==> config.mk <==
export PLATFORM = sky130hd
export DESIGN_NAME = tmds_channel_decoder
export DESIGN_NICKNAME = d
export VERILOG_FILES = /design/src/rtl/tmds_channel_decoder.sv
export SDC_FILE = /design/constraint.sdc
export NUM_CORES = 1
export LEC_CHECK = 0
export CAP_MARGIN = 10
export CORE_AREA = 2 2 91 93
export DETAILED_ROUTE_END_ITERATION = 6
export DIE_AREA = 0 0 93 95
export GPL_TIMING_DRIVEN = 0
export HOLD_SLACK_MARGIN = 0.03
export MAX_ROUTING_LAYER = met4
export PLACE_DENSITY = 0.73
export SKIP_CTS_REPAIR_TIMING = 1
export SKIP_LAST_GASP = 1
export SLEW_MARGIN = 0
export SYNTH_ARGS = -nofsm -noshare
export SYNTH_HDL_FRONTEND = slang
export SYNTH_SLANG_ARGS = --single-unit
==> constraint.sdc <==
create_clock -name PCLKX1_i -period 3.73 [get_ports PCLKX1_i]
set_input_delay 0.5595 -clock PCLKX1_i [delete_from_list [all_inputs] [get_ports PCLKX1_i]]
set_output_delay 0.5595 -clock PCLKX1_i [all_outputs]
set_load 0.02 [all_outputs]
==> src/rtl/tmds_channel_decoder.sv <==
// TMDS receive channel: finds the 10-bit symbol boundary by hunting for control
// tokens, then decodes DVI characters back to pixel data, DE and C0/C1.
module tmds_channel_decoder #(
  parameter int CTRL_RUN     = 16,
  parameter int SEARCH_WIN   = 4096,
  parameter int LOCK_TIMEOUT = 1048576
) (
  input  logic       PCLKX1_i,
  input  logic       RSTn_i,
  input  logic [9:0] RAW_i,
  output logic [7:0] D_O,
  output logic       C0_O,
  output logic       C1_O,
  output logic       DE_O,
  output logic       LOCKED_O,
  output logic [3:0] OFFSET_O
);
  localparam int WW = $clog2(SEARCH_WIN);
  localparam int TW = $clog2(LOCK_TIMEOUT);
  localparam int RW = $clog2(CTRL_RUN + 1);

  localparam logic [WW-1:0] WIN_LAST = WW'(SEARCH_WIN - 1);
  localparam logic [TW-1:0] WD_LAST  = TW'(LOCK_TIMEOUT - 1);
  localparam logic [RW-1:0] RUN_MAX  = RW'(CTRL_RUN);
  localparam logic [RW-1:0] RUN_LAST = RW'(CTRL_RUN - 1);

  typedef enum logic {SEARCH, LOCKED} state_t;

  state_t        state, state_n;
  logic [9:0]    raw_r, s1, aligned;
  logic [RW-1:0] tok_run, tok_run_n;
  logic [WW-1:0] win_cnt, win_n;
  logic [TW-1:0] wd_cnt, wd_n;
  logic [3:0]    offset, off_n, off_inc;
  logic [1:0]    flush, flush_n, tok_c, c_last;
  logic          is_tok, live_tok;
  logic [7:0]    q, dec;

  assign aligned  = 10'({RAW_i, raw_r} >> offset);
  assign off_inc  = (offset == 4'd9) ? 4'd0 : offset + 4'd1;
  // S1 still holds a word aligned at the old offset right after a move
  assign live_tok = is_tok && (flush == 2'd0);
  assign LOCKED_O = (state == LOCKED);
  assign OFFSET_O = offset;

  always_comb begin
    is_tok = 1'b1;
    tok_c  = 2'b00;
    case (s1)
      10'h354: tok_c = 2'b00;
      10'h0AB: tok_c = 2'b01;
      10'h154: tok_c = 2'b10;
      10'h2AB: tok_c = 2'b11;
      default: is_tok = 1'b0;
    endcase
  end

  always_comb begin
    q      = s1[9] ? ~s1[7:0] : s1[7:0];
    dec    = '0;
    dec[0] = q[0];
    for (int i = 1; i < 8; i++)
      dec[i] = s1[8] ? (q[i] ^ q[i-1]) : ~(q[i] ^ q[i-1]);
  end

  always_comb begin
    state_n   = state;
    tok_run_n = tok_run;
    win_n     = win_cnt;
    wd_n      = wd_cnt;
    off_n     = offset;
    flush_n   = (flush != 2'd0) ? flush - 2'd1 : 2'd0;
    case (state)
      SEARCH: begin
        win_n     = win_cnt + 1'b1;
        tok_run_n = live_tok ? ((tok_run == RUN_MAX) ? tok_run : tok_run + 1'b1) : '0;
        if (live_tok && tok_run == RUN_LAST) begin
          state_n = LOCKED;
          wd_n    = '0;
        end else if (win_cnt == WIN_LAST) begin
          off_n     = off_inc;
          tok_run_n = '0;
          win_n     = '0;
          flush_n   = 2'd2;
        end
      end
      LOCKED: begin
        if (is_tok) begin
          wd_n = '0;
        end else if (wd_cnt == WD_LAST) begin
          state_n   = SEARCH;
          tok_run_n = '0;
          win_n     = '0;
          off_n     = off_inc;
          flush_n   = 2'd2;
        end else begin
          wd_n = wd_cnt + 1'b1;
        end
      end
      default: state_n = SEARCH;
    endcase
  end

  always_ff @(posedge PCLKX1_i or negedge RSTn_i) begin
    if (!RSTn_i) begin
      state   <= SEARCH;
      tok_run <= '0;
      win_cnt <= '0;
      wd_cnt  <= '0;
      offset  <= '0;
      flush   <= '0;
    end else begin
      state   <= state_n;
      tok_run <= tok_run_n;
      win_cnt <= win_n;
      wd_cnt  <= wd_n;
      offset  <= off_n;
      flush   <= flush_n;
    end
  end

  // Output mask uses the pre-edge lock state, so outputs trail LOCKED_O by one cycle
  always_ff @(posedge PCLKX1_i or negedge RSTn_i) begin
    if (!RSTn_i) begin
      raw_r  <= '0;
      s1     <= '0;
      c_last <= '0;
      D_O    <= '0;
      C0_O   <= 1'b0;
      C1_O   <= 1'b0;
      DE_O   <= 1'b0;
    end else begin
      raw_r <= RAW_i;
      s1    <= aligned;
      if (is_tok) c_last <= tok_c;
      if (!LOCKED_O) begin
        D_O  <= '0;
        C0_O <= 1'b0;
        C1_O <= 1'b0;
        DE_O <= 1'b0;
      end else if (is_tok) begin
        D_O  <= '0;
        C0_O <= tok_c[0];
        C1_O <= tok_c[1];
        DE_O <= 1'b0;
      end else begin
        D_O  <= dec;
        C0_O <= c_last[0];
        C1_O <= c_last[1];
        DE_O <= 1'b1;
      end
    end
  end
endmodule

==> run summary <==
worst-margin pin slew -> 0.771 ns
Global Route met3 Usage -> 4.55%
Detailed Routing Iterations Pass 1 -> 4
final number of hold-violating endpoints -> 0
CTS tree -> done
Power Dens Cells -> 322 nW/um^2
Peak Freq -> 395 MHz
chip height -> 95 um
synthesized area per cell -> 9.87 um^2
commonest non-fill, non-tap cell in the layout -> dfrtp_1
Final period util -> 67.8%
Iter 0 DRT Violations -> 121
RePlAce Congestion -> 0.928
VDD IR max -> 0.237 mV
top cell type's share of synthesized area -> 45.9%
initial antenna violation count -> 0
sequential share of the synthesized area -> 45.9%
CP startpoint -> tok_run[0]
DR vias -> 3247
Tmin final -> 2.53 ns
ys async rst share -> 100%
FP Rows -> 33
clock sinks -> 77
worst setup path endpoint -> wd_cnt[3]
setup ws final -> 1.20 ns
post-synth net total -> 450
GRT Resource Usage Total -> 21.8%
DP Cell Count -> 558
Post-Syn Area -> 4200 um^2
CP Max Fanout -> 10
reg2reg start -> tok_run[0]
PortBufs -> 27
Area growth syn-to-layout -> 14.2%
Post-Place Worst Slack -> 1.24 ns
slew margin rel. -> 48.1%
worst-skew pair later-pin latency -> 0.34 ns
M2 GR Usage -> 35.6%
Mapped Cells -> 425
htree depth -> 3
CP required -> 3.94 ns
Post-Route WL -> 8660 um
library cells used by synthesis -> 58
most frequent cells in the layout -> dfrtp_1 (77), nand2_1 (45), o21ai_0 (33)
die width -> 93 um
io pins -> 28
DR WL/cell -> 15.2 um
Core ar. -> 7930 um^2
reg2reg end -> wd_cnt[3]
number of global-route vias before repair -> 3040
Post-DP HPWL -> 6370 um
post-layout util -> 60.4%
Register-to-Register Path Depth -> 9
Top Usage Layer GRT -> met2
synth top area cells -> dfrtp_1 (46%), nand2_1 (4.0%), o21ai_0 (3.9%), ha_1 (3.9%), a21oi_1 (3.6%)
CTS Buf Count -> 9
FF-to-FF setup slack -> 1.20 ns
vias per cell -> 5.69
Post-synth EDFFs -> 0
worst hold slack -> 0.105 ns
ANT nets after route -> 0
status -> complete, no violations
Hold WC Path Type -> input pin to asynchronous set/reset pin
Yosys warnings -> 0
Root Buffer -> clkbuf_8
layout cells sized above 1 -> 9.66%
RSZ-0062 raised after global routing -> no
final net count -> 489
gr ovfl total -> 0
Slew Limit Fails -> 0
Bufs on Longest Clock Path -> 2
DIE AREA -> 8840 um^2
Synth Flop Type -> dfrtp_1
WS Path Type -> register to register
antenna cell count -> 0
global-route wire length before repair -> 14500 um
Global Route met1 Usage -> 26.6%
endpoints failing setup -> 0
worst clock skew -> 0.00435 ns
max cap viols -> 0
initial core utilization -> 52.9%
DRC viols -> 0
Worst-path clk slew -> 0.07 ns
CP startpoint kind -> register
post-route non-filler standard cell count -> 571
Worst Path Arrival -> 2.74 ns
largest net degree at the start of global routing -> 56
leakage power -> 2.10 nW
critical path endpoint category -> register
synthesized flop and latch total -> 77
Yosys top cell by area -> dfrtp_1
setup TNS after final layout -> 0 ns
## cell families after synthesis
logic type / share of synthesized area, %
XOR/XNOR: 4.18
buffers and inverters: 4.00
AO/OA/AOI/OAI: 16.1
AND/OR/NAND/NOR: 18.3
flip-flops: 45.9
multiplexers: 7.63
adder cells (fa/ha/maj): 3.88
## layout make-up
type	count	area, um^2
Buffer	16	73.8
Clock buffer	10	128
Clock inverter	3	40.0
Fill cell	673	3140
Inverter	25	93.8
Multi-Input combinational cell	307	2100
Sequential cell	77	1930
Tap cell	105	131
Timing Repair Buffer	28	295
## how the worst min path moves through the flow
stage	slack [ns]	depth (start not counted)	endpoint
global placement	0.45	1	flush[0]
detailed placement	0.45	1	flush[0]
CTS	0.11	1	wd_cnt[6]
floorplan	0.26	0	C0_O
finish	0.11	1	wd_cnt[6]
global route	0.11	1	wd_cnt[6]
## cells in the mapped netlist (4+ instances only)
cell and number:
or3_1 9, dfrtp_1 77, nand3_1 9, nand4_1 7, inv_1 23, nand2_1 45
o21ai_0 33, a31oi_1 8, mux4_2 6, clkbuf_1 8, a21o_1 4, o31ai_1 5
and2_1 7, nor2_1 31, mux2i_1 14, mux2_2 4, xor2_1 7, ha_1 13
xnor2_1 13, a21oi_1 30, buf_2 5, and3_1 10, or4_1 4, o21a_1 4
## worst max-delay path, stage by stage (launching register included)
cell	delay, ns
dfrtp_1	0.41
ha_1	0.21
and3_1	0.16
ha_1	0.18
nand2_1	0.11
a21oi_4	0.29
nor2_1	0.15
nor2_1	0.35
clkbuf_1	0.43
nor2_1	0.10
## metal layers
| layer | share of wire, % | vias to the layer above | wire length [um] |
|---|---|---|---|
| li1 | - | 1590 | - |
| met1 | 45 | 1579 | 3880 |
| met2 | 50 | 67 | 4340 |
| met3 | 3.6 | 11 | 308 |
| met4 | 1.6 | 0 | 137 |
| met5 | 0 | - | 0 |
## per-stage QoR
stage,instance area (um^2),total power [mW]
finish,4790,1.54
detailed placement,4620,0.982
global placement,4600,0.977
floorplan,4200,0.933
CTS,4790,1.57
global route,4790,1.62
## sequential cells by signal, indices dropped and copies added (netlist names)
signal	cells
C0_O	1
C1_O	1
DE_O	1
D_O	8
LOCKED_O	1
OFFSET_O	4
c_last	2
flush	2
raw_r	10
s1	10
tok_run	5
wd_cnt	20
win_cnt	12
## report_power, final
| part | leakage [nW] | internal, mW | switching, mW | total (mW) |
|---|---|---|---|---|
| Clock | 0.0878 | 0.296 | 0.282 | 0.578 |
| Combinational | 0.998 | 0.0486 | 0.0535 | 0.102 |
| Sequential | 1.01 | 0.850 | 0.0124 | 0.862 |
| Total | 2.10 | 1.19 | 0.348 | 1.54 |
No activity file was read; power rests on OpenSTA's default activity.
